File: src/rtl/ir_fetch_align_buffer_if.sv
// Fetch-side and decode-side handshake bundle for the fetch align buffer.
// Names carry the buffer's point of view: _i flows into it, _o flows out of it.
interface ir_fetch_align_buffer_if;
  logic        flush_i;
  logic [31:0] flush_pc_i;
  logic        in_valid_i;
  logic        in_ready_o;
  logic [31:0] in_data_i;
  logic        in_err_i;
  logic        out_valid_o;
  logic        out_ready_i;
  logic [31:0] out_instr_o;
  logic [31:0] out_pc_o;
  logic        out_compressed_o;
  logic        out_illegal_o;
  logic        out_fault_o;

  modport master (
    output flush_i, flush_pc_i, in_valid_i, in_data_i, in_err_i, out_ready_i,
    input  in_ready_o, out_valid_o, out_instr_o, out_pc_o, out_compressed_o,
           out_illegal_o, out_fault_o
  );

  modport slave (
    input  flush_i, flush_pc_i, in_valid_i, in_data_i, in_err_i, out_ready_i,
    output in_ready_o, out_valid_o, out_instr_o, out_pc_o, out_compressed_o,
           out_illegal_o, out_fault_o
  );
endinterface

File: src/rtl/ir_fetch_align_buffer.sv
// Halfword queue that realigns fetched words into one RV32(C) instruction per cycle.
// 1-cycle fill; in_ready drops once fewer than two free slots remain, head holds under stall.
module IR_Decompression (
  input  logic [15:0] instr_i,
  output logic [31:0] instr_o,
  output logic        illegal_o
);
  logic [15:0] c;
  logic [4:0]  rd_p, rs1_p;
  logic [2:0]  f3;

  assign c     = instr_i;
  assign rd_p  = {2'b01, c[4:2]};
  assign rs1_p = {2'b01, c[9:7]};

  always_comb begin
    instr_o   = 32'h0;
    illegal_o = 1'b0;
    f3        = 3'b000;
    case (c[1:0])
      2'b00: case (c[15:13])
        3'b000: begin
          instr_o   = {2'b0, c[10:7], c[12:11], c[5], c[6], 2'b00, 5'd2, 3'b000, rd_p, 7'h13};
          illegal_o = (c[12:5] == 8'h0);
        end
        3'b010:  instr_o = {5'b0, c[5], c[12:10], c[6], 2'b00, rs1_p, 3'b010, rd_p, 7'h03};
        3'b110:  instr_o = {5'b0, c[5], c[12], rd_p, rs1_p, 3'b010, c[11:10], c[6], 2'b00, 7'h23};
        default: illegal_o = 1'b1;
      endcase
      2'b01: case (c[15:13])
        3'b000: instr_o = {{7{c[12]}}, c[6:2], c[11:7], 3'b000, c[11:7], 7'h13};
        3'b001, 3'b101:
          instr_o = {c[12], c[8], c[10:9], c[6], c[7], c[2], c[11], c[5:3], {9{c[12]}},
                     (c[15] ? 5'd0 : 5'd1), 7'h6f};
        3'b010: instr_o = {{7{c[12]}}, c[6:2], 5'd0, 3'b000, c[11:7], 7'h13};
        3'b011: begin
          if (c[11:7] == 5'd2)
            instr_o = {{3{c[12]}}, c[4:3], c[5], c[2], c[6], 4'b0, 5'd2, 3'b000, 5'd2, 7'h13};
          else
            instr_o = {{15{c[12]}}, c[6:2], c[11:7], 7'h37};
          illegal_o = ({c[12], c[6:2]} == 6'h0);
        end
        3'b100: case (c[11:10])
          2'b00: begin
            instr_o   = {7'b0, c[6:2], rs1_p, 3'b101, rs1_p, 7'h13};
            illegal_o = c[12];
          end
          2'b01: begin
            instr_o   = {7'b0100000, c[6:2], rs1_p, 3'b101, rs1_p, 7'h13};
            illegal_o = c[12];
          end
          2'b10: instr_o = {{7{c[12]}}, c[6:2], rs1_p, 3'b111, rs1_p, 7'h13};
          default: begin
            case (c[6:5])
              2'b00:   f3 = 3'b000;
              2'b01:   f3 = 3'b100;
              2'b10:   f3 = 3'b110;
              default: f3 = 3'b111;
            endcase
            instr_o   = {((c[6:5] == 2'b00) ? 7'b0100000 : 7'b0), rd_p, rs1_p, f3, rs1_p, 7'h33};
            illegal_o = c[12];
          end
        endcase
        default:
          instr_o = {{4{c[12]}}, c[6:5], c[2], 5'd0, rs1_p, {2'b00, c[13]}, c[11:10], c[4:3],
                     c[12], 7'h63};
      endcase
      2'b10: case (c[15:13])
        3'b000: begin
          instr_o   = {7'b0, c[6:2], c[11:7], 3'b001, c[11:7], 7'h13};
          illegal_o = c[12];
        end
        3'b010: begin
          instr_o   = {4'b0, c[3:2], c[12], c[6:4], 2'b00, 5'd2, 3'b010, c[11:7], 7'h03};
          illegal_o = (c[11:7] == 5'd0);
        end
        3'b100: begin
          if (c[6:2] != 5'd0)
            instr_o = {7'b0, c[6:2], (c[12] ? c[11:7] : 5'd0), 3'b000, c[11:7], 7'h33};
          else if (!c[12]) begin
            instr_o   = {12'b0, c[11:7], 3'b000, 5'd0, 7'h67};
            illegal_o = (c[11:7] == 5'd0);
          end else if (c[11:7] == 5'd0)
            instr_o = 32'h0010_0073;
          else
            instr_o = {12'b0, c[11:7], 3'b000, 5'd1, 7'h67};
        end
        3'b110:  instr_o = {4'b0, c[8:7], c[12], c[6:2], 5'd2, 3'b010, c[11:9], 2'b00, 7'h23};
        default: illegal_o = 1'b1;
      endcase
      default: illegal_o = 1'b1;
    endcase
  end
endmodule

module ir_fetch_align_buffer #(
  parameter int          BUF_HALFWORDS = 6,
  parameter logic [31:0] RESET_PC      = 32'h0000_0000,
  parameter bit          ENABLE_C      = 1'b1
) (
  input logic                     clk,
  input logic                     rst_n,
  ir_fetch_align_buffer_if.slave  bus
);
  localparam int PW = $clog2(BUF_HALFWORDS);
  localparam int CW = $clog2(BUF_HALFWORDS + 1);
  localparam int SW = CW + 1;

  logic [15:0]   dat_q [BUF_HALFWORDS];
  logic          err_q [BUF_HALFWORDS];
  logic [CW-1:0] cnt_q, cnt_d, push_len, pop_len;
  logic [PW-1:0] rd_q, rd_d, rd_nx, wr_ptr, wr_nx;
  logic [31:1]   pc_q, pc_d;
  logic          skip_q, skip_d;
  logic [15:0]   h0, h1;
  logic          is_comp, push, pop, fault;
  logic [31:0]   exp_instr;
  logic          exp_illegal;
  logic          unused_flush_lsb;

  // Circular storage: non power-of-two capacities need an explicit wrap.
  function automatic logic [PW-1:0] ptr_add(input logic [PW-1:0] p, input logic [CW-1:0] n);
    logic [SW-1:0] s;
    s = SW'(p) + SW'(n);
    if (s >= SW'(BUF_HALFWORDS)) s = s - SW'(BUF_HALFWORDS);
    return s[PW-1:0];
  endfunction

  assign unused_flush_lsb = bus.flush_pc_i[0];
  assign rd_nx    = ptr_add(rd_q, CW'(1));
  assign wr_ptr   = ptr_add(rd_q, cnt_q);
  assign wr_nx    = ptr_add(wr_ptr, CW'(1));
  assign h0       = dat_q[rd_q];
  assign h1       = dat_q[rd_nx];
  assign is_comp  = (h0[1:0] != 2'b11);
  assign pop_len  = is_comp ? CW'(1) : CW'(2);
  assign push_len = skip_q ? CW'(1) : CW'(2);

  assign bus.in_ready_o  = (cnt_q <= CW'(BUF_HALFWORDS - 2));
  assign bus.out_valid_o = is_comp ? (cnt_q != '0) : (cnt_q >= CW'(2));
  assign push = bus.in_valid_i && bus.in_ready_o && !bus.flush_i;
  assign pop  = bus.out_valid_o && bus.out_ready_i && !bus.flush_i;

  always_comb begin
    cnt_d  = cnt_q;
    rd_d   = rd_q;
    pc_d   = pc_q;
    skip_d = skip_q;
    if (bus.flush_i) begin
      cnt_d  = '0;
      pc_d   = bus.flush_pc_i[31:1];
      skip_d = bus.flush_pc_i[1];
    end else begin
      if (push) skip_d = 1'b0;
      if (pop) begin
        rd_d = ptr_add(rd_q, pop_len);
        pc_d = pc_q + 31'(pop_len);
      end
      cnt_d = cnt_q + (push ? push_len : '0) - (pop ? pop_len : '0);
    end
  end

  always_ff @(posedge clk) begin
    if (!rst_n) begin
      cnt_q  <= '0;
      rd_q   <= '0;
      pc_q   <= RESET_PC[31:1];
      skip_q <= RESET_PC[1];
    end else begin
      cnt_q  <= cnt_d;
      rd_q   <= rd_d;
      pc_q   <= pc_d;
      skip_q <= skip_d;
    end
  end

  // Storage needs no reset: count gates every read.
  always_ff @(posedge clk) begin
    if (push) begin
      if (skip_q) begin
        dat_q[wr_ptr] <= bus.in_data_i[31:16];
        err_q[wr_ptr] <= bus.in_err_i;
      end else begin
        dat_q[wr_ptr] <= bus.in_data_i[15:0];
        err_q[wr_ptr] <= bus.in_err_i;
        dat_q[wr_nx]  <= bus.in_data_i[31:16];
        err_q[wr_nx]  <= bus.in_err_i;
      end
    end
  end

  IR_Decompression u_rvc (.instr_i(h0), .instr_o(exp_instr), .illegal_o(exp_illegal));

  assign fault                = err_q[rd_q] | (!is_comp & err_q[rd_nx]);
  assign bus.out_fault_o      = fault;
  assign bus.out_pc_o         = {pc_q, 1'b0};
  assign bus.out_compressed_o = is_comp;

  always_comb begin
    bus.out_instr_o   = {h1, h0};
    bus.out_illegal_o = 1'b0;
    if (is_comp) begin
      if (ENABLE_C) begin
        bus.out_instr_o   = exp_instr;
        bus.out_illegal_o = exp_illegal;
      end else begin
        bus.out_instr_o   = {16'h0, h0};
        bus.out_illegal_o = 1'b1;
      end
    end
    if (fault) bus.out_illegal_o = 1'b0;
  end
endmodule

File: src/flat_wrapper.sv
// flat-port wrapper written by rule: the top's interface ports become plain ports
module ir_fetch_align_buffer_flat 
#(
  parameter int          BUF_HALFWORDS = 6,
  parameter logic [31:0] RESET_PC      = 32'h0000_0000,
  parameter bit          ENABLE_C      = 1'b1
)
  (clk, rst_n, bus_flush_i, bus_flush_pc_i, bus_in_valid_i, bus_in_data_i, bus_in_err_i, bus_out_ready_i, bus_in_ready_o, bus_out_valid_o, bus_out_instr_o, bus_out_pc_o, bus_out_compressed_o, bus_out_illegal_o, bus_out_fault_o);
  ir_fetch_align_buffer_if bus_i ();
  input logic clk;
  input logic rst_n;
  input wire logic [$bits(bus_i.flush_i)-1:0] bus_flush_i;
  input wire logic [$bits(bus_i.flush_pc_i)-1:0] bus_flush_pc_i;
  input wire logic [$bits(bus_i.in_valid_i)-1:0] bus_in_valid_i;
  input wire logic [$bits(bus_i.in_data_i)-1:0] bus_in_data_i;
  input wire logic [$bits(bus_i.in_err_i)-1:0] bus_in_err_i;
  input wire logic [$bits(bus_i.out_ready_i)-1:0] bus_out_ready_i;
  output wire logic [$bits(bus_i.in_ready_o)-1:0] bus_in_ready_o;
  output wire logic [$bits(bus_i.out_valid_o)-1:0] bus_out_valid_o;
  output wire logic [$bits(bus_i.out_instr_o)-1:0] bus_out_instr_o;
  output wire logic [$bits(bus_i.out_pc_o)-1:0] bus_out_pc_o;
  output wire logic [$bits(bus_i.out_compressed_o)-1:0] bus_out_compressed_o;
  output wire logic [$bits(bus_i.out_illegal_o)-1:0] bus_out_illegal_o;
  output wire logic [$bits(bus_i.out_fault_o)-1:0] bus_out_fault_o;
  assign bus_i.flush_i = bus_flush_i;
  assign bus_i.flush_pc_i = bus_flush_pc_i;
  assign bus_i.in_valid_i = bus_in_valid_i;
  assign bus_i.in_data_i = bus_in_data_i;
  assign bus_i.in_err_i = bus_in_err_i;
  assign bus_i.out_ready_i = bus_out_ready_i;
  assign bus_in_ready_o = bus_i.in_ready_o;
  assign bus_out_valid_o = bus_i.out_valid_o;
  assign bus_out_instr_o = bus_i.out_instr_o;
  assign bus_out_pc_o = bus_i.out_pc_o;
  assign bus_out_compressed_o = bus_i.out_compressed_o;
  assign bus_out_illegal_o = bus_i.out_illegal_o;
  assign bus_out_fault_o = bus_i.out_fault_o;
  ir_fetch_align_buffer #(.BUF_HALFWORDS(BUF_HALFWORDS), .RESET_PC(RESET_PC), .ENABLE_C(ENABLE_C)) u_core (.clk(clk), .rst_n(rst_n), .bus(bus_i));
endmodule
File: config.mk
export PLATFORM = sky130hd
export DESIGN_NAME = ir_fetch_align_buffer_flat
export DESIGN_NICKNAME = d
export VERILOG_FILES = /design/src/rtl/ir_fetch_align_buffer_if.sv /design/src/rtl/ir_fetch_align_buffer.sv /design/src/flat_wrapper.sv
export SDC_FILE = /design/constraint.sdc
export NUM_CORES = 1
export LEC_CHECK = 0
export CAP_MARGIN = 20
export CORE_MARGIN = 2
export CORE_UTILIZATION = 45
export DETAILED_ROUTE_END_ITERATION = 16
export PLACE_DENSITY = 0.69
export SLEW_MARGIN = 20
export SYNTH_ARGS = -nofsm -noshare
export SYNTH_HDL_FRONTEND = slang
export SYNTH_HIERARCHICAL = 1
export SYNTH_SLANG_ARGS = --single-unit
File: constraint.sdc
create_clock -name clk -period 4.1 [get_ports clk]
set_input_delay 0.41 -clock clk [delete_from_list [all_inputs] [get_ports clk]]
set_output_delay 0.41 -clock clk [all_outputs]
set_load 0.02 [all_outputs]
==> impl_results.md <==
* Status: finished, final reports clean
* Post-synthesis cell type count at 76
* Worst-Margin Slew at between 0.7 and 0.8 ns
* # Max-Cap Violations at 0
* Most frequent cell after synthesis: nand2_1
* Setup WS post-layout at 0.0751 ns
* Crit-path most repeated cell: nor2_1
* Clock Tree Root: clkbuf_16
* CTS tree: yes
* Total power draw at about 5 mW
* Vias in the first global route at roughly 9500
* Pins Over Slew Limit at 0
* Top sig layer: met4
* WHS Endpoint: u_core/pc_q[1]$_SDFFE_PN0P_
* Detailed Route WL at 34.6 mm
* CP arrival at 3.61 ns
* Mux share of post-synthesis cell area at 0.194
* Primary FF master, synth: edfxtp_1
* PD cells at 365 nW/um^2
* Final min period at 4.02 ns
* Post-synth EDFFs at 102
* CP max stage delay at 0.59 ns
* Worst vdd ir at 0.275 mV
* Largest family of logic cells by synthesized area: multiplexers
* Synth Area in Compound Gates at 0.169
* Largest net degree at the start of global routing at 64
* DIE WIDTH at 158 um
* Drt drc at 0
* Setup bufs post-CTS at 0
* I/O Pins at 139
* P&R area growth vs syn at 28.3%
* Register-to-register setup slack at ~0.37 ns
* Post-synth top cells: 122 x nand2_1, 102 x edfxtp_1, 98 x mux2_2, 91 x a21oi_1, 88 x nor2_1
* Hold crit path type: reg -> reg
* Setup TNS at 0 ns
* Final period util at 0.982
* DRT met1 WL at between 10 and 15 mm
* WL/cell at ~21 um
* Die Area at ~25000 sq um
* Global Route Usage Sum at 0.278
* Critical Path RT at 3.69 ns
* Critical Path Sink Type: output port
* CP Max Fanout at 13
* Final antenna-violating net count at 0
* Vias at 9830
* Reg-to-Reg Start: u_core/rd_q[0]$_SDFFE_PN0P_
* Synth Area in XOR/XNOR at 0.0288
* Worst Setup Path Type: reg -> out
* Synth top area cells: edfxtp_1 29%, mux2_2 10%, dfxtp_1 7.7%, mux4_2 7.2%, nand2_1 4.3%
* Slowest cell on crit path: mux4_2
* Yosys reg bits at 143
* Vias per std cell at between 5 and 6
* Row cnt at 56
* Number of CTS-inserted buffers at 17
* Syn nets at 1213
* Clk_lat worst skew at between 0.4 and 0.5 ns
* H-tree Lvls at 4
* Cells after synthesis at around 1100
* N_diodes at 0
* Clock buffer depth at 2
* Hold-critical path depth at 2
* Simple-gate portion of the synthesized area at 0.170
* Met3 WL at roughly 2.4 mm
* Layout cell share with drive strength beyond 1 at 0.245
* CP Cell Sequence: buf_12 > mux4_2 > nor2_1 > a21oi_2 > or3b_2 > buf_4 > a2bb2oi_1 > nor2_1 > a31oi_1 > o221ai_1 > nor2_1 > nor3_1 > clkdlybuf4s15_1
* Share of the synthesized area in the top cell type at 0.288
* Fillers at 2042
* Drt first pass iters at 6
* Starting Density at 0.456
* Final hold vios at 0
* Core footprint at 23300 sq um
* Crit start category: flip-flop
* Die Ht at 158 um
* Layout Nets at 1396
* Drt initial violations at roughly 900
* RSZ-0062 raised after global routing: true
* Setup Viol. Count Final at 0
* Hold WS at about 0.50 ns
* Dominant cell type by area after synthesis: edfxtp_1
* Slew headroom at 0.488
* Yosys warns at 6
* WL met2 at 16.9 mm
* Adder-Cell Fraction of Synth Area at 0.0247
* Hold wc startpoint: u_core/pc_q[1]$_SDFFE_PN0P_
* GP Congestion at 0.970
* First-pass GRT wire length at 53.1 mm
* Post-DP HPWL at between 20 and 25 mm
* Ys async rst share at 0
* Post-placement setup slack at 0.113 ns
* Antenna violations before repair at 0
* FF-to-FF path depth at 12
* Max Clk Rate at 248 MHz
* Post-layout util at 0.586
* Sequential cell area fraction in the yosys report at 0.365
* Worst-path clk slew at roughly 0.07 ns
* Clock net sink count at 143
* Post-Syn Area at between 10000 and 15000 sq um
* Reg2reg end: u_core/dat_q[0][0]$_DFFE_PP_
* Leakage power at 4.99 nW
* Worst Clk Skew at 0.0138 ns
* PortBufs at roughly 140
* Synth Area per Inst at 9.47 sq um
* Gr ovfl total at 0
[where the power goes]
part	internal, mW	switching (mW)	total, mW
Combinational	0.774	1.00	1.77
Sequential	1.65	0.0616	1.71
Clock	0.806	0.696	1.50
Total	3.23	1.76	4.98
[timing repair]
| item | in CTS | in global routing |
|---|---|---|
| resized for setup | 27 | 33 |
| endpoints found under the setup margin | 20 | 26 |
| gates cloned | 0 | 1 |
| hold buffers | 0 | 0 |
| endpoints found under the hold margin | 0 | 0 |
[flip-flops by register name (all words and copies together) (netlist names), named ones only]
signal         count
u_core/cnt_q       3
u_core/dat_q      96
u_core/err_q       6
u_core/pc_q       31
u_core/rd_q        3
u_core/skip_q      1
[logic make-up after synthesis]
| kind of cell | Yosys count |
|---|---|
| mux | 152 |
| buf+inv | 113 |
| compound gates | 284 |
| xor+xnor | 35 |
| fa+ha+maj | 18 |
| flops | 143 |
| other cells | 1 |
| simple gates | 379 |
[area by class of cell]
cell class | instances | area [sq um] | share of cell area
Tap cell | 319 | 399 | 0.0292
Clock inverter | 15 | 145 | 0.0106
Timing Repair Buffer | 251 | 2360 | 0.173
Sequential cell | 143 | 3890 | 0.285
Clock buffer | 17 | 425 | 0.0311
Multi-Input combinational cell | 869 | 6350 | 0.464
Inverter | 26 | 97.6 | 0.00714
[per-layer routing]
layer  vias to the layer above  track usage
met5                         -            0
met4                         0       0.0887
met3                        53       0.0386
met2                       445        0.470
met1                      4757        0.370
li1                       4575            -
[worst max path at each step]
stage / start / to / slack, ns / depth (start not counted)
CTS: flip-flop / bus_out_instr_o[11] / 0.01 / 15
global route: flip-flop / bus_out_instr_o[26] / -0.1 / 13
finish: flip-flop / bus_out_instr_o[26] / 0.08 / 13
floorplan: u_core/cnt_q[0]$_SDFF_PP0_ / u_core/dat_q[1][0]$_DFFE_PP_ / 0.06 / 11
detailed placement: flip-flop / bus_out_instr_o[17] / 0.11 / 15
global placement: flip-flop / bus_out_instr_o[17] / 0.10 / 15
[stage by stage]
stage               instance area [sq um]  cells
floorplan                           10700   1125
global placement                    13000   1606
detailed placement                  13000   1607
CTS                                 13600   1639
global route                        13700   1640
finish                              13700   1640
[cells in the final DEF (no fill, tap or decap), drive strengths merged, types with 8 or more instances in the layout]
master	netlist	final
edfxtp	102	102
xnor2	22	22
nand4	11	11
dlygate4sd2	0	9
inv	25	34
ha	13	13
and3	8	8
mux2	98	98
dfxtp	41	41
a31oi	14	14
nand3	31	31
o21ai	76	76
a2111oi	15	15
nor2	89	89
nor2b	38	38
buf	45	117
dlymetal6s2s	0	13
a21oi	93	93
nand2	122	122
clkbuf	42	22
nor3	34	34
xor2	13	13
nor4	8	8
clkdlybuf4s50	0	105
mux2i	20	20
mux4	34	34
[worst max-delay path: cells and delay by family (launching register included)]
family / cells / cell delay, ns
and+or+nand+nor: 5 / 1.12
AOI/OAI and AO/OA: 4 / 0.41
buffers and inverters: 3 / 0.71
DFF: 1 / 0.36
muxes: 1 / 0.59
(Power assumes the default switching activity.)
